File: src/rtl/dbus_access_ctrl.sv
// Data-bus request controller: issues one aligned load/store per memory-stage request over a
// valid/addr_ok/data_ok handshake, stalling the pipeline until the access completes.
module dbus_access_ctrl #(
    parameter bit BYPASS_RESP = 1'b1
) (
    input  logic        clk,
    input  logic        reset,
    input  logic        req_valid,
    input  logic        req_write,
    input  logic [1:0]  req_size,
    input  logic [31:0] req_addr,
    input  logic [31:0] req_wdata,
    input  logic        req_accept,
    output logic        dreq_valid,
    output logic [31:0] dreq_addr,
    output logic [1:0]  dreq_size,
    output logic [3:0]  dreq_strobe,
    output logic [31:0] dreq_data,
    input  logic        dresp_addr_ok,
    input  logic        dresp_data_ok,
    input  logic [31:0] dresp_data,
    output logic [31:0] rdata,
    output logic        stall,
    output logic        addr_err
);

    typedef enum logic [1:0] {IDLE, ADDR, DATA, DONE} state_t;

    state_t      state_q, state_d;
    logic [31:0] addr_q, data_q, rdata_q;
    logic [1:0]  size_q;
    logic [3:0]  strobe_q;

    logic        misaligned;
    logic        issue;
    logic        complete;
    logic [3:0]  strobe_new;
    logic [31:0] data_new;
    logic [31:0] shifted;
    state_t      finish_state;

    // size 3 is decoded as a word everywhere, so req_size[1] means "word"
    always_comb begin
        misaligned = ((req_size == 2'd1) && req_addr[0]) ||
                     (req_size[1] && (req_addr[1:0] != 2'b00));
    end

    always_comb begin
        strobe_new = 4'b0000;
        data_new   = req_wdata;
        if (req_size[1]) begin
            strobe_new = 4'b1111;
        end else if (req_size[0]) begin
            strobe_new = 4'b0011 << req_addr[1:0];
            data_new   = {2{req_wdata[15:0]}};
        end else begin
            strobe_new = 4'b0001 << req_addr[1:0];
            data_new   = {4{req_wdata[7:0]}};
        end
        if (!req_write) begin
            strobe_new = 4'b0000;
        end
    end

    assign issue    = (state_q == IDLE) && req_valid && !misaligned;
    assign complete = ((state_q == ADDR) && dresp_addr_ok && dresp_data_ok) ||
                      ((state_q == DATA) && dresp_data_ok);
    assign shifted  = dresp_data >> {addr_q[1:0], 3'b000};

    // A bypassed completion can hand the result over in the same cycle it arrives
    assign finish_state = (BYPASS_RESP && req_accept) ? IDLE : DONE;

    always_comb begin
        state_d  = state_q;
        stall    = 1'b0;
        addr_err = 1'b0;
        rdata    = rdata_q;
        unique case (state_q)
            IDLE: begin
                addr_err = req_valid && misaligned;
                stall    = issue;
                if (issue) begin
                    state_d = ADDR;
                end
            end
            ADDR: begin
                stall = 1'b1;
                if (dresp_addr_ok) begin
                    state_d = dresp_data_ok ? finish_state : DATA;
                end
            end
            DATA: begin
                stall = 1'b1;
                if (dresp_data_ok) begin
                    state_d = finish_state;
                end
            end
            DONE: begin
                if (req_accept) begin
                    state_d = IDLE;
                end
            end
        endcase
        if (complete && BYPASS_RESP) begin
            stall = 1'b0;
            rdata = shifted;
        end
    end

    always_ff @(posedge clk) begin
        if (reset) begin
            state_q  <= IDLE;
            addr_q   <= 32'd0;
            data_q   <= 32'd0;
            size_q   <= 2'd0;
            strobe_q <= 4'd0;
            rdata_q  <= 32'd0;
        end else begin
            state_q <= state_d;
            if (issue) begin
                addr_q   <= req_addr;
                data_q   <= data_new;
                size_q   <= req_size;
                strobe_q <= strobe_new;
            end
            if (complete) begin
                rdata_q <= shifted;
            end
        end
    end

    assign dreq_valid  = (state_q == ADDR);
    assign dreq_addr   = addr_q;
    assign dreq_size   = size_q;
    assign dreq_strobe = strobe_q;
    assign dreq_data   = data_q;

endmodule

File: config.mk
export PLATFORM = sky130hd
export DESIGN_NAME = dbus_access_ctrl
export DESIGN_NICKNAME = d
export VERILOG_FILES = /design/src/rtl/dbus_access_ctrl.sv
export SDC_FILE = /design/constraint.sdc
export NUM_CORES = 1
export LEC_CHECK = 0
export CORE_MARGIN = 2
export CORE_UTILIZATION = 55
export CTS_CLUSTER_DIAMETER = 200
export DETAILED_ROUTE_END_ITERATION = 12
export DONT_BUFFER_PORTS = 1
export PLACE_DENSITY = 0.79
export SYNTH_ARGS = -nofsm -noshare
export SYNTH_HDL_FRONTEND = slang
export SYNTH_SLANG_ARGS = --single-unit
File: constraint.sdc
create_clock -name clk -period 2.9 [get_ports clk]
set_input_delay 0.87 -clock clk [delete_from_list [all_inputs] [get_ports clk]]
set_output_delay 0.87 -clock clk [all_outputs]
set_load 0.05 [all_outputs]
==> impl_metrics.csv <==
group,metric,value,unit
hold_path,hold_path_class,"reg -> reg",
grt,track_usage,26.1,%
power,p_leak,2.01,nW
placed_design,dp_hpwl,9280,um
placed_design,io_buffer_count,0,
grt,grt_pass1_wl,20500,um
floorplan,fp.dieH,98.1,um
clock_network,insertion_delay,360,ps
timing,setup_violations,0,
worst_setup_path,slowest_delay,390,ps
worst_setup_path,r2r_start,"state_q[1]$_SDFFE_PP0P_",
drt,drt_pass1_iterations,4,
grt,antenna_found_initial,0,
clock_network,path_clk_slew,100,ps
cells_and_area,fillers,729,
yosys,avgSynthCellArea,8.37,um2
worst_setup_path,cp_max_fo,10,
yosys,ys_seq_area_share,42.7,%
clock_network,numClockSinks,104,
timing,period_needed,2780,ps
yosys,ys_ff_latch,104,
drt,dr.first_iter.drc_count,185,
cells_and_area,drive_gt1_share,16.1,%
floorplan,io_pins,210,
grt,grt_overflow_total,0,
drt,antenna_left,0,
clock_network,clockBufferDepth,2,
power,p_per_area,651,nW/um2
floorplan,core-area,8640,um2
drt,routed-via-count,4078,
clock_network,root_buffer,"clkbuf_8",
clock_network,cts-htree-levels,3,
timing,fmax,359,MHz
worst_setup_path,worstSetupPathType,"reg -> out",
worst_setup_path,path_cells,"inv_2 > ha_2 > a21o_1 > and2_4 > clkbuf_16 > mux2_4",
floorplan,chipWidth,98.1,um
worst_setup_path,critPathArrivalTime,1910,ps
timing,fin_crit_sh,96.0,%
timing,clock_skew,21.2,ps
yosys,syn_inst,582,
timing,rsz0062_at_grt,"no",
timing,slew_headroom,52.9,%
yosys,syn-cell-area,4870,um2
drt,wl,13000,um
hold_path,whs_path_depth,2,
power,fin_total_pwr,0.00360,W
grt,grt_max_degree,112,
clock_network,cts_tree,"yes",
worst_setup_path,critPathCaptureType,"output port",
yosys,synth_cell_types,35,
hold_path,min_to,"rdata_q[28]$_SDFF_PP0_",
timing,finalHoldViolCount,0,
run,drv_cap,0,
cells_and_area,antenna_cells,0,
drt,avgRoutedWirePerCell,18.8,um
worst_setup_path,slowest_stage,"mux2_4",
timing,worstMarginPinSlew,706,ps
cells_and_area,layout.nets,689,
floorplan,dieArea,9630,um2
cells_and_area,fin_util,64.0,%
floorplan,num_rows,34,
drt,drc,0,
hold_path,hold_start,"rdata_q[28]$_SDFF_PP0_",
floorplan,initial_utilization,56.4,%
yosys,ys_warn_count,0,
yosys,syn_nets,692,
timing,drv_slew,0,
timing,holdWs,479,ps
worst_setup_path,start_kind,"register",
grt,grt_pass1_vias,4139,
outcome,status,"finished, final reports clean",
power,ir_drop,0.000464,V
clock_network,cts_buffers,9,
worst_setup_path,cp_data_required_time,2030,ps
drt,vias_per_cell,5.89,
worst_setup_path,r2r_slack,790,ps
worst_setup_path,worstRegToRegCells,7,
placed_design,pre_cts_ws,6.20,ps
timing,setup_ws,115,ps
worst_setup_path,r2r_end,"dreq_data[14]$_SDFFE_PP0P_",
cells_and_area,area_delta_synth_final,13.5,%
placed_design,gp_congestion,0.961,
[cell usage after synthesis]
master / number / area, um2
nor3_1: 9 / 45.0
o211ai_1: 3 / 22.5
buf_6: 7 / 78.8
nand2b_1: 3 / 18.8
nand3b_1: 15 / 113
nor2b_1: 27 / 169
a311oi_1: 5 / 43.8
and2_1: 1 / 6.26
nand3_1: 8 / 40.0
o41ai_1: 7 / 61.3
buf_2: 15 / 75.1
a21oi_1: 63 / 315
clkbuf_1: 20 / 75.1
nand4_4: 1 / 21.3
ha_1: 5 / 62.6
mux2_2: 4 / 45.0
o21ai_2: 1 / 8.76
a211oi_1: 11 / 82.6
inv_1: 4 / 15.0
nor2_2: 1 / 6.26
nor4b_1: 1 / 8.76
nand2_1: 126 / 473
dfxtp_1: 104 / 2080
a21o_1: 1 / 7.51
o21ai_0: 21 / 105
buf_1: 2 / 7.51
mux2_4: 12 / 180
buf_4: 2 / 15.0
or4_1: 1 / 7.51
and3b_1: 1 / 8.76
o2111ai_1: 1 / 8.76
nor2_1: 53 / 199
nand2_2: 1 / 6.26
mux2i_1: 45 / 450
a21boi_1: 1 / 7.51
[layout by cell type (no fill, tap or decap), types with 7 or more instances in the layout]
cell,instances
nor2_1,41
buf_4,11
mux2_4,14
buf_12,19
nand3_1,8
mux2i_1,45
nand3b_1,15
nor3_1,8
a21oi_1,63
a211oi_1,11
o21ai_0,21
clkbuf_8,9
nor2_2,13
nand2_1,123
o41ai_1,7
nor2b_1,27
dfxtp_1,100
[where the power goes]
| part | total (W) | switching (W) | leakage, nW | internal (W) |
|---|---|---|---|---|
| sequential | 0.00186 | 0.000327 | 0.849 | 0.00153 |
| combinational | 0.000842 | 0.000503 | 1.06 | 0.000339 |
| clock | 0.000900 | 0.000556 | 0.102 | 0.000344 |
[sequential cells by signal (all words and copies together) (netlist names)]
name,count
dreq_size,2
dreq_strobe,4
dreq_addr,32
rdata_q,32
state_q,2
dreq_data,32
[metrics by stage]
| step | std cells | area (um2) | TNS [ps] |
|---|---|---|---|
| 6_report | 692 | 5530 | 0 |
| 4_1_cts | 691 | 5490 | 0 |
| 3_3_place_gp | 675 | 5250 | 0 |
| 3_5_place_dp | 675 | 5250 | 0 |
| 2_1_floorplan | 582 | 4910 | -30.3 |
| 5_1_grt | 692 | 5530 | 0 |
[worst max-delay path: cells and delay by family (launching register included)]
kind                     cells  cell delay [ps]
AND/OR/NAND/NOR              1              180
AO/OA/AOI/OAI                1              160
multiplexers                 1              390
adder cells (fa/ha/maj)      1              200
buffers and inverters        2              250
flip-flops                   1              380
[worst max-delay path by stage]
stage	startpoint	endpoint
after CTS	state_q[0]$_SDFFE_PP0P_	rdata[0]
final	state_q[0]$_SDFFE_PP0P_	rdata[21]
after global routing	dreq_addr[1]$_SDFFE_PP0P_	rdata[14]
after floorplan	dresp_addr_ok	stall
after global placement	dresp_addr_ok	rdata[31]
after detailed placement	dresp_addr_ok	rdata[24]
[what timing repair did]
action,in CTS,in global routing
setup buffers,0,0
pin swaps,0,2
gates resized for setup,11,10
hold buffers,0,0
hold endpoints to repair,0,0
setup endpoints to repair,30,30
gates cloned,0,1
[area by class of cell]
cell class | instances | area (um2) | area share [%]
multi-input cells | 428 | 2590 | 46.8
flip-flops and latches | 104 | 2090 | 37.8
inverters | 4 | 15.0 | 0.271
well taps | 108 | 135 | 2.44
repair buffers | 32 | 499 | 9.03
clock inverters | 7 | 78.8 | 1.43
clock buffers | 9 | 124 | 2.24
[metal layers]
| layer | wire (um) | part of all wire, % | GRT usage [%] |
|---|---|---|---|
| met2 | 6630 | 51 | 46.3 |
| met3 | 1100 | 8.5 | 8.23 |
| met4 | 309 | 2.4 | 9.19 |
| met5 | 0 | 0 | 0 |
| met1 | 4960 | 38 | 29.5 |
[kinds of logic (layout without fill, tap and decap cells)]
| group | Yosys count | after routing | synth area share (%) |
|---|---|---|---|
| compound gates | 114 | 114 | 13.6 |
| fa+ha+maj | 5 | 5 | 1.28 |
| buf+inv | 50 | 52 | 5.47 |
| flops | 104 | 104 | 42.7 |
| mux | 61 | 61 | 13.9 |
| simple gates | 248 | 248 | 23.0 |
Note: power is estimated with default switching activity, not from simulation.
